===== config.mk =====
export PLATFORM = sky130hd
export DESIGN_NAME = imem_loader_flat
export DESIGN_NICKNAME = d
export VERILOG_FILES = /design/src/rtl/imem_loader_if.sv /design/src/rtl/imem_loader.sv /design/src/flat_wrapper.sv
export SDC_FILE = /design/constraint.sdc
export NUM_CORES = 1
export LEC_CHECK = 0
export CAP_MARGIN = 25
export CORE_MARGIN = 4
export CORE_UTILIZATION = 40
export DETAILED_ROUTE_END_ITERATION = 12
export HOLD_SLACK_MARGIN = 0.02
export SYNTH_ARGS = -nofsm -noshare
export SYNTH_HDL_FRONTEND = slang
export SYNTH_SLANG_ARGS = --single-unit

===== constraint.sdc =====
create_clock -name clock -period 10.4 [get_ports clock]
set_input_delay 2.08 -clock clock [delete_from_list [all_inputs] [get_ports clock]]
set_output_delay 2.08 -clock clock [all_outputs]
set_load 0.005 [all_outputs]

===== src/rtl/imem_loader_if.sv =====
// Byte-stream receive channel and instruction-memory write port of the boot loader.
// The loader connects through the master modport; the stream source and memory model use slave.
interface imem_loader_if;
   logic        rx_valid;
   logic [7:0]  rx_data;
   logic        rx_ready;
   logic [31:0] imem_waddress;
   logic [31:0] imem_datain;
   logic        imem_wr;

   modport master (
      input  rx_valid, rx_data,
      output rx_ready, imem_waddress, imem_datain, imem_wr
   );

   modport slave (
      output rx_valid, rx_data,
      input  rx_ready, imem_waddress, imem_datain, imem_wr
   );
endinterface


===== src/rtl/imem_loader.sv =====
// Boot-time instruction memory writer: parses [N_lo, N_hi, 4*N payload bytes, XOR checksum]
// from a byte stream, writes each little-endian word, and holds the CPU until the image verifies.
module imem_loader #(
   parameter logic [31:0] ADDR_BASE = 32'h0000_0000,
   parameter logic [15:0] MAX_WORDS = 16'd16384
) (
   input  logic          clock,
   input  logic          reset,
   input  logic          restart,
   imem_loader_if.master bus,
   output logic          cpu_hold,
   output logic          load_done,
   output logic          load_error,
   output logic [15:0]   word_count
);

   typedef enum logic [2:0] {
      S_HDR_LO, S_HDR_HI, S_PAYLOAD, S_WRITE, S_CHECK, S_DONE, S_ERROR
   } state_t;

   state_t      r_state;
   state_t      w_state_next;
   logic [15:0] r_n;
   logic [15:0] r_idx;
   logic [1:0]  r_k;
   logic [31:0] r_asm;
   logic [7:0]  r_xor;
   logic [31:0] r_waddr;

   logic        w_ready;
   logic        w_accept;
   logic [15:0] w_n_hdr;
   logic [15:0] w_idx_next;

   assign w_accept   = bus.rx_valid && w_ready;
   assign w_n_hdr    = {bus.rx_data, r_n[7:0]};
   assign w_idx_next = r_idx + 16'd1;

   always_ff @(posedge clock or posedge reset) begin
      if (reset) begin
         r_state <= S_HDR_LO;
      end else begin
         r_state <= w_state_next;
      end
   end

   // restart overrides any transition, including one caused by a byte accepted this cycle
   always_comb begin
      w_state_next = r_state;
      if (restart) begin
         w_state_next = S_HDR_LO;
      end else begin
         case (r_state)
            S_HDR_LO:  if (w_accept) w_state_next = S_HDR_HI;
            S_HDR_HI:  if (w_accept) begin
                          if (w_n_hdr > MAX_WORDS)  w_state_next = S_ERROR;
                          else if (w_n_hdr == 16'd0) w_state_next = S_CHECK;
                          else                      w_state_next = S_PAYLOAD;
                       end
            S_PAYLOAD: if (w_accept && r_k == 2'd3) w_state_next = S_WRITE;
            S_WRITE:   w_state_next = (w_idx_next == r_n) ? S_CHECK : S_PAYLOAD;
            S_CHECK:   if (w_accept) w_state_next = (bus.rx_data == r_xor) ? S_DONE : S_ERROR;
            S_DONE:    w_state_next = S_DONE;
            S_ERROR:   w_state_next = S_ERROR;
            default:   w_state_next = S_HDR_LO;
         endcase
      end
   end

   always_comb begin
      w_ready     = 1'b0;
      bus.imem_wr = 1'b0;
      cpu_hold    = 1'b1;
      load_done   = 1'b0;
      load_error  = 1'b0;
      case (r_state)
         S_HDR_LO, S_HDR_HI, S_PAYLOAD, S_CHECK: w_ready = 1'b1;
         S_WRITE: bus.imem_wr = 1'b1;
         S_DONE: begin
            cpu_hold  = 1'b0;
            load_done = 1'b1;
         end
         S_ERROR: load_error = 1'b1;
         default: ;
      endcase
   end

   // The assembly register doubles as the registered write data; no byte is accepted during WRITE
   always_ff @(posedge clock or posedge reset) begin
      if (reset) begin
         r_n     <= '0;
         r_idx   <= '0;
         r_k     <= '0;
         r_asm   <= '0;
         r_xor   <= '0;
         r_waddr <= ADDR_BASE;
      end else if (restart) begin
         r_n     <= '0;
         r_idx   <= '0;
         r_k     <= '0;
         r_asm   <= '0;
         r_xor   <= '0;
         r_waddr <= ADDR_BASE;
      end else begin
         case (r_state)
            S_HDR_LO:  if (w_accept) r_n[7:0]  <= bus.rx_data;
            S_HDR_HI:  if (w_accept) r_n[15:8] <= bus.rx_data;
            S_PAYLOAD: if (w_accept) begin
                          r_asm[{r_k, 3'b000} +: 8] <= bus.rx_data;
                          r_xor <= r_xor ^ bus.rx_data;
                          r_k   <= r_k + 2'd1;
                       end
            S_WRITE: begin
               r_idx   <= w_idx_next;
               r_waddr <= r_waddr + 32'd4;
            end
            default: ;
         endcase
      end
   end

   assign bus.rx_ready      = w_ready;
   assign bus.imem_waddress = r_waddr;
   assign bus.imem_datain   = r_asm;
   assign word_count        = r_idx;

endmodule


===== src/flat_wrapper.sv =====
// flat-port wrapper written by rule: the top's interface ports become plain ports
module imem_loader_flat 
#(
   parameter logic [31:0] ADDR_BASE = 32'h0000_0000,
   parameter logic [15:0] MAX_WORDS = 16'd16384
)
  (clock, reset, restart, cpu_hold, load_done, load_error, word_count, bus_rx_valid, bus_rx_data, bus_rx_ready, bus_imem_waddress, bus_imem_datain, bus_imem_wr);
  imem_loader_if bus_i ();
  input  logic clock;
  input  logic reset;
  input  logic restart;
  output logic cpu_hold;
  output logic load_done;
  output logic load_error;
  output logic [15:0] word_count;
  input wire logic [$bits(bus_i.rx_valid)-1:0] bus_rx_valid;
  input wire logic [$bits(bus_i.rx_data)-1:0] bus_rx_data;
  output wire logic [$bits(bus_i.rx_ready)-1:0] bus_rx_ready;
  output wire logic [$bits(bus_i.imem_waddress)-1:0] bus_imem_waddress;
  output wire logic [$bits(bus_i.imem_datain)-1:0] bus_imem_datain;
  output wire logic [$bits(bus_i.imem_wr)-1:0] bus_imem_wr;
  assign bus_i.rx_valid = bus_rx_valid;
  assign bus_i.rx_data = bus_rx_data;
  assign bus_rx_ready = bus_i.rx_ready;
  assign bus_imem_waddress = bus_i.imem_waddress;
  assign bus_imem_datain = bus_i.imem_datain;
  assign bus_imem_wr = bus_i.imem_wr;
  imem_loader #(.ADDR_BASE(ADDR_BASE), .MAX_WORDS(MAX_WORDS)) u_core (.clock(clock), .reset(reset), .restart(restart), .bus(bus_i), .cpu_hold(cpu_hold), .load_done(load_done), .load_error(load_error), .word_count(word_count));
endmodule

# ---- After elaboration in Yosys (flattened, before gate mapping)
# Index checks and enable logic that the tools add are counted.
dict set report op_classes {
  addsub 4
  order_cmp 1
  n_eq_ne 13
  shifts 2
  muxes 33
  bitwise_logic 1
  reduce_logical 14
}
# operator n
set ops {}
lappend ops {{2-to-1 mux 32 bit} 5}
lappend ops {{2-to-1 mux 16 bit} 3}
lappend ops {{2-to-1 mux 8 bit} 6}
lappend ops {{adder 32 x 3 -> 32 bit, second input constant} 1}
lappend ops {{bitwise mux 32 bit} 1}
lappend ops {{variable shift 8 x 7 -> 32 bit, first input constant} 1}
lappend ops {{indexed part select 8 x 7 -> 32 bit} 1}
lappend ops {{2-to-1 mux 3 bit} 8}
lappend ops {{case mux 3 bit (7 select lines)} 1}
lappend ops {{adder 16 x 1 -> 16 bit, second input constant} 1}
lappend ops {{equality test 16 bit} 1}
lappend ops {{greater-than comparator 16 x 15 -> 1 bit, second input constant} 1}
lappend ops {{logical NOT 16 bit} 1}
lappend ops {{!= test 3 x 2 -> 1 bit, second input constant} 4}
lappend ops {{nonzero test 2 bit} 5}
lappend ops {{equality test 3 bit, second input constant} 3}
lappend ops {{equality test 8 bit} 1}
lappend ops {{2-to-1 mux 2 bit} 4}
lappend ops {{XOR 8 bit} 1}
lappend ops {{negation 5 -> 7 bit} 1}
lappend ops {{equality test 3 x 2 -> 1 bit, second input constant} 2}
lappend ops {{AND reduction 2 bit} 3}
lappend ops {{2-to-1 mux 1 bit} 5}
lappend ops {{AND reduction 4 bit} 1}
lappend ops {{other kinds (6)} 7}
dict set report word_totals {
  register_bits 109
  inputBits 12
  word_cells 76
}

# ---- Logic depth before layout (Yosys ltp)
dict set report depth {
  word_depth 8
  mapped_depth 8
  mapped_depth_nobuf 7
}

# ---- Worst setup path before layout
# Ideal clock, no wire load.
dict set report synth_timing {
  kind {input-to-reg}
  start {input bus_rx_data[4]}
  end {register u_core.r_state[0]}
  setup_ns 0.078
  t_arrival_ns 3.409
  t_required_ns 10.322
  setup_slack_ns 6.913
  stages 7
  path_buffers 1
  cell_sequence {clkbuf_1 -> xor2_1 -> nor4_1 -> a21boi_0 -> or3b_1 -> a21o_1 -> a21oi_1}
}
dict set report synth_between {
  elab_chain_len 5
  word_cells_on_any_way 8
  classes_between {1 x order compare; 1 x eq/ne; 6 x mux}
}
# item line_no
set synth_lines {}
lappend synth_lines {{start, declared} flat_wrapper.sv:17} ;# input wire logic [$bits(bus_i.rx_data)-1:0] bus_rx_data;
lappend synth_lines {{greater-than comparator 16 x 15 -> 1 bit or equality test 8 bit (tied branches)} {imem_loader.sv:56, imem_loader.sv:62}}
lappend synth_lines {{2-to-1 mux 3 bit or 2-to-1 mux 2 bit (tied branches)} {imem_loader.sv:56, imem_loader.sv:62}}
lappend synth_lines {{2-to-1 mux 3 bit, on equally long branches} {imem_loader.sv:55, imem_loader.sv:62}}
lappend synth_lines {{case mux 3 bit (7 select lines) *} imem_loader.sv:53} ;# case (r_state)
lappend synth_lines {{2-to-1 mux 3 bit *} imem_loader.sv:50} ;# if (restart) begin
lappend synth_lines {{end signal, assigned} imem_loader.sv:43} ;# r_state <= w_state_next;
lappend synth_lines {{end, declared} imem_loader.sv:21} ;# state_t r_state;
# Every way passes the cells marked *; elsewhere a longest branch is shown, timed or not. The select of a mux whose other input is x is not followed.
# A chain may end at the register's enable or synchronous reset.

# ---- Final worst setup path
dict set report layout_timing {
  start {register u_core.r_state[0]}
  end {output bus_imem_wr}
}
dict set report layout_between {
  elab_chain_len 2
}
# item line_no
set layout_lines {}
lappend layout_lines {{equality test 3 x 2 -> 1 bit} imem_loader.sv:76} ;# case (r_state)
lappend layout_lines {{2-to-1 mux 1 bit} imem_loader.sv:76}
lappend layout_lines {{end, declared} flat_wrapper.sv:21} ;# output wire logic [$bits(bus_i.imem_wr)-1:0] bus_imem_wr;
# Every way passes these cells.

==> impl_metrics.toml <==
[global_route]
grt_overflow_total = 0
grt_start_max_net_pins = 85
antenna_found_initial = 0
grt_pass1_vias = 4558
grt_first_pass_wirelength_mm = 23.4
grt_usage = 0.180

[detailed_routing]
avgViaCountPerCell = 5.24
wl_mm = 14.0
drcViolationCount = 0
first_iter_violations = 233
via_count = 4536
firstDrtPassIters = 4
wl_per_cell_um = 16.2
ant_nets = 0

[sta]
post-route-period-util = 0.393
final-setup-viol-count = 0
rsz0062_at_grt = "false"
tns_ns = 0
slew_headroom = 0.330
slew_violations = 0
fin_crit_ns = 4.09
final_hold_viol_count = 0
fmax_mhz = 245
hold_ws_ns = 0.490
fin_skew_ns = 0.00624
worstMarginPinSlew_ns = 1.01

[floorplan]
rows = 42
core-area_um2 = 13400
start_util = 0.415
die_area_um2 = 15800
io_pins = 97
die_h_um = 126
die_width_um = 126

[placement]
gp_congestion = 0.903
port_buffers = 94
dp_cells = 849
dpl.hpwl_mm = 9.60
placed_area_um2 = 6570

[clocking]
cts.sinks = 107
clk_pin_slew_ns = 0.07
worstSkewPairLatency_ns = 0.35
cts_buffer_depth = 2
cts_max_level = 3
post_cts_buffers = 0
cts_resized = 0
cts_buffers = 9
root_buffer = "clkbuf_16"
holdBufCountCts = 0
cts_tree = "yes"

[power_and_ir_drop]
leakage_nw = 2.87
peakVddDrop_mv = 0.0815
power.total_w = 0.000877
powerDensity_nw_per_um2 = 128

[synthesis]
synth_seq_area_share = 0.482
synth_seq_cells = 107
syn_area_per_cell_um2 = 9.02
synth_edf_count = 0
synth_cell_types = 51
async_flop_share = 1.00
syn_inst = 616
yosys_warnings = 0
ys.flop_type = "dfrtp_1"
synthesis.area_um2 = 5560

[critical_path]
r2r_setup_slack_ns = 8.04
cp.buffers_inverters = 2
cp_slowest_cell = "dfrtp_1"
start_kind = "flip-flop"
critPathTopFamily = "buffers and inverters"
cp_num_cells = 3
crit_path_end_kind = "primary output"
critical_path.max_stage_delay_ns = 0.58
cp.arrival_ns = 2.01
r2r-start = "u_core.r_state[1]$_DFFE_PP0P_"
crit_fanout = 19
reg2regPathDepth = 4
cp.required_ns = 8.32
critical_path_class = "flip-flop to primary output"
path_cells = "nand3b_4 > clkinv_1 > clkdlybuf4s50_1"
r2r_end = "u_core.bus.imem_datain[10]$_DFFE_PP0P_"

[hold_path]
hold_start = "u_core.bus.imem_datain[24]$_DFFE_PP0P_"
whs_path_depth = 2
min_path_type = "flip-flop to flip-flop"
holdPathEnd = "u_core.bus.imem_datain[24]$_DFFE_PP0P_"

[final_layout]
final_nets = 703
final_common_cell = "nand2_1"
num_antenna_cells = 0
synthToLayoutAreaGrowth_pct = 23.7
fin_cells = 865
final_cell_mix = "nand2_1 (118), dfrtp_1 (107), clkdlybuf4s50_1 (93)"
drive_gt1_frac = 0.0392
final_area_um2 = 6870

[run_status]
status = "finished, final reports clean"

[run]
cap_violations = 0
[worst reg2reg max path: stages (launching register included)]
cell     delay, ns
dfrtp_1       0.50
nor2b_1       0.22
and2_1        0.34
a21oi_1       0.88
o21ai_0       0.25
[kinds of logic (layout without fill, tap and decap cells)]
logic type	after synthesis	in the layout	synth area share
fa+ha+maj	7	7	0.0158
mux	1	1	0.00203
xor+xnor	77	77	0.121
other cells	1	2	0.000675
flops	107	107	0.482
compound gates	93	93	0.0991
simple gates	281	281	0.242
buf+inv	49	121	0.0367
[worst max path at each step]
stage / from / end
detailed placement: bus_rx_valid / u_core.bus.imem_datain[10]$_DFFE_PP0P_
global placement: restart / u_core.bus.imem_datain[0]$_DFFE_PP0P_
finish: u_core.r_state[0]$_DFFE_PP0P_ / bus_imem_wr
CTS: u_core.r_state[0]$_DFFE_PP0P_ / bus_imem_wr
global route: bus_rx_valid / u_core.bus.imem_datain[15]$_DFFE_PP0P_
floorplan: reset / u_core.bus.imem_datain[0]$_DFFE_PP0P_
[synthesized netlist by cell type (10+ instances only)]
| library cell | instances | area share |
|---|---|---|
| nand2_1 | 118 | 0.080 |
| xor2_1 | 44 | 0.069 |
| dfrtp_1 | 107 | 0.48 |
| nor2_1 | 62 | 0.042 |
| xnor2_1 | 33 | 0.052 |
| clkbuf_1 | 26 | 0.018 |
| or3_1 | 10 | 0.011 |
| nand3_1 | 17 | 0.015 |
| nor3_1 | 14 | 0.013 |
| o21ai_0 | 36 | 0.032 |
| nand4_1 | 15 | 0.017 |
| a21oi_1 | 31 | 0.028 |
[report_power, final]
| group | switching (W) | internal (W) |
|---|---|---|
| clock network | 0.000152 | 0.000200 |
| registers | 0.0000131 | 0.000427 |
| logic | 0.0000524 | 0.0000332 |
[stage by stage]
stage,utilization,worst slack (ns)
final,0.513,6.31
after detailed placement,0.490,5.96
after global placement,0.490,6.05
after CTS,0.513,6.29
after floorplan,-,5.50
after global routing,0.513,6.05
[state kept, by name, summed over array words and instances (netlist names)]
register and cells:
u_core.bus.imem_datain 32, u_core.bus.imem_waddress 30, u_core.r_k 2, u_core.r_n 16, u_core.r_state 3, u_core.r_xor 8
u_core.word_count 16
[cell type report]
class | instances | area (um2)
Multi-Input combinational cell | 461 | 2680
Clock inverter | 4 | 48.8
Tap cell | 176 | 220
Sequential cell | 107 | 2680
Clock buffer | 12 | 256
Fill cell | 1287 | 6530
Inverter | 9 | 36.3
Timing Repair Buffer | 96 | 951
[per-layer routing]
metal	track usage	share of wire	vias to the layer above
li1	-	-	2208
met1	0.255	0.48	2195
met2	0.269	0.45	106
met3	0.0360	0.045	27
met4	0.0770	0.026	0
met5	0	0	-
(Power assumes the default switching activity.)
